<file path="src/rtl/hdmi_tx_config_sequencer.sv">
// HDMI TX power-up register programming, one 3-byte I2C write per table entry.
// Optional HPD-triggered reprogramming: define HDMI_TX_HPD_REINIT_EN.
`timescale 1ns/1ps
module hdmi_tx_config_sequencer #(
    parameter logic [7:0] SLAVE_ADDR    = 8'h72,
    parameter int         NUM_REGS      = 10,
    parameter int         POWERUP_DELAY = 20000,
    parameter int         GAP_CYCLES    = 4,
    parameter int         MAX_RETRY     = 3,
    parameter int         TIMEOUT       = 64
) (
    input  logic        clock,
    input  logic        MR_n,
    input  logic        reconfigure,
    input  logic        xfer_stop,
    input  logic        xfer_nack,
`ifdef HDMI_TX_HPD_REINIT_EN
    input  logic        hpd,
`endif
    output logic        start,
    output logic [7:0]  slave_address,
    output logic [15:0] register_data,
    output logic        busy,
    output logic        config_done,
    output logic        config_error,
    output logic [7:0]  entry_index
);

    localparam int PW_W = $clog2(POWERUP_DELAY + 1);
    localparam int TO_W = $clog2(TIMEOUT + 1);
    localparam int GP_W = $clog2(GAP_CYCLES + 2);
    localparam int RT_W = $clog2(MAX_RETRY + 2);
    localparam bit NO_GAP = (GAP_CYCLES == 0);

    typedef enum logic [2:0] {
        S_PWRUP, S_LOAD, S_START, S_WAIT,
        S_CHECK, S_GAP, S_DONE, S_ERROR
    } state_t;

    state_t      state_q, state_d;
    logic [PW_W-1:0] pwr_q, pwr_d;
    logic [TO_W-1:0] tmo_q, tmo_d;
    logic [GP_W-1:0] gap_q, gap_d;
    logic [RT_W-1:0] retry_q, retry_d;
    logic [7:0]  idx_q, idx_d;
    logic        nack_q, nack_d;
    logic        start_q, start_d;
    logic [15:0] data_q, data_d;
    logic        busy_q, busy_d;
    logic        done_q, done_d;
    logic        err_q, err_d;
    logic        restart;

    function automatic logic [15:0] rom(input logic [7:0] i);
        logic [15:0] v;
        case (i)
            8'd0:    v = 16'h4110;
            8'd1:    v = 16'h9803;
            8'd2:    v = 16'h9AE0;
            8'd3:    v = 16'h9C30;
            8'd4:    v = 16'h9D61;
            8'd5:    v = 16'hA2A4;
            8'd6:    v = 16'hA3A4;
            8'd7:    v = 16'hE0D0;
            8'd8:    v = 16'hF900;
            8'd9:    v = 16'h1630;
            default: v = 16'h0000;
        endcase
        return (int'(i) < NUM_REGS) ? v : 16'h0000;
    endfunction

`ifdef HDMI_TX_HPD_REINIT_EN
    logic hpd_s1_q, hpd_s2_q, hpd_d3_q;
    logic pend_q, pend_d;
    logic hpd_rise;
    logic in_final;

    assign hpd_rise = hpd_s2_q & ~hpd_d3_q;
    assign in_final = (state_q == S_DONE) || (state_q == S_ERROR);
    assign restart  = reconfigure | hpd_rise | pend_q;

    // An edge seen mid-sequence is remembered until the sequence ends
    always_comb begin
        pend_d = pend_q;
        if (in_final && restart) begin
            pend_d = 1'b0;
        end else if (hpd_rise && !in_final) begin
            pend_d = 1'b1;
        end
    end

    always_ff @(posedge clock or negedge MR_n) begin
        if (!MR_n) begin
            hpd_s1_q <= 1'b0;
            hpd_s2_q <= 1'b0;
            hpd_d3_q <= 1'b0;
            pend_q   <= 1'b0;
        end else begin
            hpd_s1_q <= hpd;
            hpd_s2_q <= hpd_s1_q;
            hpd_d3_q <= hpd_s2_q;
            pend_q   <= pend_d;
        end
    end
`else
    assign restart = reconfigure;
`endif

    always_comb begin
        state_d = state_q;
        pwr_d   = pwr_q;
        tmo_d   = tmo_q;
        gap_d   = gap_q;
        retry_d = retry_q;
        idx_d   = idx_q;
        nack_d  = nack_q;
        data_d  = data_q;

        unique case (state_q)
            S_PWRUP: begin
                if (pwr_q == '0) begin
                    state_d = S_LOAD;
                    idx_d   = 8'd0;
                    retry_d = '0;
                end else begin
                    pwr_d = pwr_q - PW_W'(1);
                end
            end
            S_LOAD: begin
                data_d  = rom(idx_q);
                state_d = S_START;
            end
            S_START: begin
                nack_d  = 1'b0;
                tmo_d   = '0;
                state_d = S_WAIT;
            end
            S_WAIT: begin
                // The controller drops ack before stop, so keep it sticky
                nack_d = nack_q | xfer_nack;
                if (!xfer_stop) begin
                    state_d = S_CHECK;
                end else if (tmo_q == TO_W'(TIMEOUT - 1)) begin
                    nack_d  = 1'b1;
                    state_d = S_CHECK;
                end else begin
                    tmo_d = tmo_q + TO_W'(1);
                end
            end
            S_CHECK: begin
                if (nack_q) begin
                    if (retry_q < RT_W'(MAX_RETRY)) begin
                        retry_d = retry_q + RT_W'(1);
                        gap_d   = GP_W'(NO_GAP ? 0 : GAP_CYCLES - 1);
                        state_d = NO_GAP ? S_LOAD : S_GAP;
                    end else begin
                        state_d = S_ERROR;
                    end
                end else begin
                    retry_d = '0;
                    if (idx_q == 8'(NUM_REGS - 1)) begin
                        state_d = S_DONE;
                    end else begin
                        idx_d   = idx_q + 8'd1;
                        gap_d   = GP_W'(NO_GAP ? 0 : GAP_CYCLES - 1);
                        state_d = NO_GAP ? S_LOAD : S_GAP;
                    end
                end
            end
            S_GAP: begin
                if (gap_q == '0) begin
                    state_d = S_LOAD;
                end else begin
                    gap_d = gap_q - GP_W'(1);
                end
            end
            S_DONE, S_ERROR: begin
                if (restart) begin
                    idx_d   = 8'd0;
                    retry_d = '0;
                    state_d = S_LOAD;
                end
            end
            default: state_d = S_PWRUP;
        endcase

        // Outputs are registered copies of the next state
        start_d = (state_d == S_START);
        done_d  = (state_d == S_DONE);
        err_d   = (state_d == S_ERROR);
        busy_d  = !((state_d == S_PWRUP) || (state_d == S_DONE)
                    || (state_d == S_ERROR));
    end

    always_ff @(posedge clock or negedge MR_n) begin
        if (!MR_n) begin
            state_q <= S_PWRUP;
            pwr_q   <= PW_W'(POWERUP_DELAY - 1);
            tmo_q   <= '0;
            gap_q   <= '0;
            retry_q <= '0;
            idx_q   <= 8'd0;
            nack_q  <= 1'b0;
            start_q <= 1'b0;
            data_q  <= 16'h0000;
            busy_q  <= 1'b0;
            done_q  <= 1'b0;
            err_q   <= 1'b0;
        end else begin
            state_q <= state_d;
            pwr_q   <= pwr_d;
            tmo_q   <= tmo_d;
            gap_q   <= gap_d;
            retry_q <= retry_d;
            idx_q   <= idx_d;
            nack_q  <= nack_d;
            start_q <= start_d;
            data_q  <= data_d;
            busy_q  <= busy_d;
            done_q  <= done_d;
            err_q   <= err_d;
        end
    end

    assign start         = start_q;
    assign slave_address = SLAVE_ADDR;
    assign register_data = data_q;
    assign busy          = busy_q;
    assign config_done   = done_q;
    assign config_error  = err_q;
    assign entry_index   = idx_q;

endmodule

</file>
<file path="config.mk">
export PLATFORM = sky130hd
export DESIGN_NAME = hdmi_tx_config_sequencer
export DESIGN_NICKNAME = d
export VERILOG_FILES = /design/src/rtl/hdmi_tx_config_sequencer.sv
export SDC_FILE = /design/constraint.sdc
export NUM_CORES = 1
export LEC_CHECK = 0
export ABC_AREA = 1
export BUFFER_PORTS_ARGS = -buffer_cell sky130_fd_sc_hd__buf_2
export CAP_MARGIN = 10
export CORE_UTILIZATION = 50
export CTS_BUF_LIST = sky130_fd_sc_hd__clkbuf_16
export DETAILED_ROUTE_END_ITERATION = 8
export GPL_ROUTABILITY_DRIVEN = 0
export MAX_ROUTING_LAYER = met4
export PLACE_DENSITY = 0.72
export SKIP_CTS_REPAIR_TIMING = 1
export SYNTH_ARGS = -nofsm -noshare
export SYNTH_HDL_FRONTEND = slang
export SYNTH_SLANG_ARGS = --single-unit
</file>
<file path="constraint.sdc">
create_clock -name clock -period 1.73 [get_ports clock]
set_input_delay 0.346 -clock clock [delete_from_list [all_inputs] [get_ports clock]]
set_output_delay 0.346 -clock clock [all_outputs]
set_load 0.005 [all_outputs]
</file>
Yosys cells after proc, flatten, opt, wreduce, memory -nomap -nowiden
Memories as Yosys holds them, arrays and structs flattened.
Index checks and enable logic that the tools add are counted.
{"block": "totals", "input_bits": 5, "memories": 1, "elab_cells": 92, "rom_bits": 240, "out_inout_bits": 36, "reg_bits": 60}
{"block": "classes", "n_reduce_logical": 17, "eq_ne": 21, "n_lt_le_gt_ge": 2, "n_mux": 32, "bitwise_logic": 2, "addsub": 5}
{"name": "(name not given)", "depth": 16, "word_bits": 15, "read_ports": 1, "rd_ports_with_merged_regs": 0, "wr": 0, "line": "56", "rtl": "case (i)"}
{"op": "two-way mux 3 bit", "n": 14}
{"op": "two-way mux 16 bit", "n": 2}
{"op": "two-way mux 8 bit", "n": 4}
{"op": "case mux 8 bit (3 select lines)", "n": 1}
{"op": "case mux 3 bit (7 select lines)", "n": 1}
{"op": "== test 3 bit, second input constant", "n": 6}
{"op": "logical NOT 15 bit", "n": 1}
{"op": "subtractor 15 x 1 -> 15 bit, second input constant", "n": 1}
{"op": "two-way mux 7 bit", "n": 2}
{"op": "inequality test 2 bit, second input constant", "n": 7}
{"op": "case mux 7 bit (2 select lines)", "n": 1}
{"op": "== test 3 x 2 -> 1 bit, second input constant", "n": 3}
{"op": "logical NOT 3 bit", "n": 3}
{"op": "case mux 3 bit (3 select lines)", "n": 1}
{"op": "adder 8 x 1 -> 8 bit, second input constant", "n": 1}
{"op": "== test 8 x 4 -> 1 bit, second input constant", "n": 1}
{"op": "less-than comparator 8 x 4 -> 1 bit, second input constant", "n": 1}
{"op": "AND reduction 4 bit", "n": 2}
{"op": "adder 7 x 1 -> 7 bit, second input constant", "n": 1}
{"op": "== test 7 x 6 -> 1 bit, second input constant", "n": 1}
{"op": "inequality test 3 bit, second input constant", "n": 2}
{"op": "case mux 3 bit (2 select lines)", "n": 1}
{"op": "AND reduction 5 bit", "n": 1}
{"op": "logical NOT 4 bit", "n": 1}
{"op": "other kinds (16)", "n": 20}

Depth between registers and ports, before layout
{"block": "depth", "ltp_word": 8, "depth_mapped": 10}

Worst setup path before layout
OpenSTA, ideal clock, no wires.
{"block": "synth_path", "path_kind": "register -> register", "from": "register pwr_q[0]", "to": "register idx_q[4], in the netlist entry_index[4]", "setup_ps": 117, "slack_ps": 194, "n_path_buf": 2, "synth_period_minus_slack_ps": 1536, "required_ps": 1613, "arrival_time_ps": 1419, "stages_incl_launch_ff": 11, "path_cell_list": "dfstp_2 -> inv_1 -> ha_1 -> nand2_1 -> nor2_1 -> nand2_1 -> nand2_2 -> buf_6 -> buf_12 -> nand4_1 -> nand2_1"}
{"block": "synth_between", "elab_chain_cells": 3}
{"element": "start: declaration", "line": "41", "rtl": "logic [PW_W-1:0] pwr_q, pwr_d;"}
{"element": "start signal: assignment", "line": "198", "rtl": "pwr_q <= PW_W'(POWERUP_DELAY - 1);"}
{"element": "start signal: assignment", "line": "211", "rtl": "pwr_q <= pwr_d;"}
{"element": "logical NOT 15 bit", "line": "121", "rtl": "if (pwr_q == '0) begin"}
{"element": "inequality test 2 bit (no source line)"}
{"element": "AND reduction 5 bit (no source line)"}
{"element": "end signal: assignment", "line": "215", "rtl": "idx_q <= idx_d;"}
{"element": "end: declaration", "line": "45", "rtl": "logic [7:0] idx_q, idx_d;"}
Every way passes these cells.
A chain may end at the register's enable or synchronous reset.

Worst setup path after layout
{"block": "layout_path", "from": "register tmo_q[0]", "to": "register tmo_q[2]"}
{"block": "layout_between", "elab_chain_cells": 4, "elab_cells_between_ends": 7, "cone_classes": "add/sub: 1; eq/ne: 2; mux: 3; reduce/logical: 1"}
{"element": "start: declaration", "line": "42", "rtl": "logic [TO_W-1:0] tmo_q, tmo_d;"}
{"element": "start signal: assignment", "line": "212", "rtl": "tmo_q <= tmo_d;"}
{"element": "adder 7 x 1 -> 7 bit", "line": "147", "rtl": "tmo_d = tmo_q + TO_W'(1);"}
{"element": "two-way mux 7 bit", "line": "143", "rtl": "end else if (tmo_q == TO_W'(TIMEOUT - 1)) begin"}
{"element": "two-way mux 7 bit", "line": "141", "rtl": "if (!xfer_stop) begin"}
{"element": "case mux 7 bit (2 select lines)", "line": "119", "rtl": "unique case (state_q)"}
Several ways; a longest one is shown, not always the timed one. The select of a mux whose other input is x is not followed.

==> flow_metrics.tcl <==
set metrics [dict create \
    run_status "completed" \
    synth_ff_type "dfrtp_1" \
    cts_root_buf "clkbuf_16" \
    synth.area.mux_share_pct 0 \
    h-tree-depth 3 \
    synth_top_family_by_area "simple AND/OR/NAND/NOR gates" \
    ys_async_sr_fraction_pct 100.0 \
    ir_worst_vdd_mv 0.6983 \
    synthTopCellsByArea "dfrtp_1, nand2_1, dfstp_2, nor2_1, inv_1" \
    yosysWarnings 0 \
    synthTopCellsByCount "nand2_1, nor2_1, dfrtp_1" \
    antenna_found_initial 0 \
    core_area_um2 6794 \
    syn_area_um2 3525 \
    use_met3_pct 5.390 \
    finalHoldViolations 0 \
    drt-total-wl_um 7738 \
    grt_pass1_wl_um 13260 \
    synth-xor-area-share_pct 3.976 \
    fin_crit_ns 1.623 \
    vias_per_cell 5.021 \
    diodes 0 \
    place_hpwl_um 5306 \
    drt_iter0_markers 298 \
    portBuffers 31 \
    use_met2_pct 38.89 \
    finalSetupViolCount 0 \
    syn2layout_area_growth_pct 17.39 \
    grt_pass1_vias 2959 \
    clk_latency_ns 0.33 \
    post-place-cells 599 \
    start_util_pct 51.88 \
    maxCapViolCount 0 \
    post-route-period-util_pct 93.82 \
    yosysMostFrequentCell "nand2_1" \
    post-synth-top-area-cell "dfrtp_1" \
    cts.path.max_buffers 2 \
    grt_use_total_pct 23.63 \
    powerDensity_nw_per_um2 1296 \
    clock_sinks 59 \
    grt_max_degree 60 \
    die_h_um 85.96 \
    power_leakage_nw 2.243 \
    syn_avg_cell_area_um2 7.467 \
    clkTransAtPathRegs_ns 0.05 \
    critPathMaxFanout 8 \
    cts_buffers 9 \
    drive_gt1_share_pct 17.27 \
    rsz0062_at_grt "true" \
    synth-seq-cells 59 \
    worstPathCellList "ha_1, nand2_1, nor2_2, nand2_1, nand2_1, a21oi_1, buf_4, nand3_1, o21ai_0" \
    drc 0 \
    synthSimpleGateAreaFrac_pct 32.87 \
    nNetsFinal 532 \
    crit_path_start_kind "register" \
    vias 3098 \
    die_x_um 85.96 \
    cts_tree "done" \
    fin_cells 617 \
    final_antenna_net_count 0 \
    synthAdderAreaFrac_pct 3.905 \
    drv_slew 0 \
    wl_per_cell_um 12.54 \
    hp-class "input port to async pin" \
    crit_type "register to register" \
    holdWs_ns 0.008043 \
    synth_compound_area_share_pct 7.774 \
    postSynthCellCount 472 \
    overflow 0 \
    arrival_ns 1.81 \
    top_usage_layer "met2" \
    crit_path_frequent_cell "nand2_1" \
    max_stage_delay_ns 0.39 \
    fmax_mhz 616.1 \
    ioPinCount 41 \
    synth_top_area_share_pct 35.50 \
    grtUsageMet1_pct 28.25 \
    ys_types 36 \
    cp-end-kind "register" \
    row_count 30 \
    slowest_stage "dfrtp_1" \
    cp.required_ns 1.92 \
    synth_edf_count 0 \
    dr.pass1.iters 4 \
    dieArea_um2 7389 \
    fin_skew_ns 0.003199 \
    seq_area_frac_synth_pct 42.21 \
]
-- critical path: cells and delay by family, from the launching register on --
family          cells  cell delay [ns]
fa+ha+maj           1             0.20
simple gates        5             0.53
buf+inv             1             0.16
flops               1             0.39
compound gates      2             0.19
-- placed cells by master (no fill, tap or decap), types with 9 or more instances in the layout --
cell type	count
dfstp_2	9
buf_4	10
nand3_1	26
a21oi_1	10
xnor2_1	9
dfrtp_1	50
o21ai_0	26
nand2_1	160
buf_2	31
nor2_1	58
ha_1	11
nand4_1	10
inv_1	41
clkbuf_16	9
conb_1	9
-- per-stage QoR --
step | util (%) | power, mW | setup slack [ns] | setup TNS, ns | cell area (µm²)
CTS | 60.48 | 5.390 | -0.02584 | -0.02584 | 4109
global route | 60.90 | 5.704 | -0.01364 | -0.02264 | 4138
detailed placement | 55.56 | 3.351 | 0.006129 | 0 | 3775
finish | 60.90 | 5.364 | 0.1070 | 0 | 4138
floorplan | - | 2.872 | 0.1940 | 0 | 3551
global placement | 55.56 | 3.310 | 0.09736 | 0 | 3775
-- report_power, final --
part,internal [mW],total [mW],switching (mW)
sequential,1.61,1.78,0.172
clock,1.39,2.01,0.617
combinational,0.526,1.58,1.05
-- area by class of cell --
class / instances / area, µm²
clock buffers: 9 / 225.2
clock inverters: 7 / 108.9
fillers: 587 / 2656
inverters: 44 / 168.9
multi-input cells: 357 / 1749
flip-flops and latches: 59 / 1488
well taps: 96 / 120.1
repair buffers: 44 / 272.8
repair inverters: 1 / 5.005
-- kinds of logic after synthesis --
group | Yosys count
xor gates and xnor gates | 16
AOI/OAI and AO/OA | 47
buffers and inverters | 63
adders and majority gates | 11
DFF | 59
and+or+nand+nor | 274
other | 2
-- routing by layer --
metal  routed length [µm]  share of wire (%)  vias to the layer above
met5                    0                  0                        -
li1                     -                  -                     1572
met2                 3805                 49                       84
met3                  372                4.8                       13
met4                  125                1.6                        0
met1                 3435                 44                     1429
-- state kept, by name (all words and copies together) (netlist names) --
signal and cells:
pwr_q 15, register_data 15, entry_index 8, tmo_q 7
gap_q 3, retry_q 3, state_q 3, busy 1
config_done 1, config_error 1, nack_q 1, start 1
-- worst paths after layout --
| path | end | from | slack [ns] | depth (start not counted) |
|---|---|---|---|---|
| worst max register to register | tmo_q[2] | tmo_q[0] | 0.11 | 9 |
| min in group clock | nack_q | xfer_nack | 0.32 | 3 |
| max in group asynchronous | pwr_q[11] | MR_n | 1.39 | 2 |
| worst max-delay path | tmo_q[2] | tmo_q[0] | 0.11 | 9 |
| worst min register to register | pwr_q[14] | pwr_q[14] | 0.46 | 2 |
| worst min-delay path | register_data[6] | MR_n | 0.008 | 2 |
No activity file was read; power rests on OpenSTA's default activity.
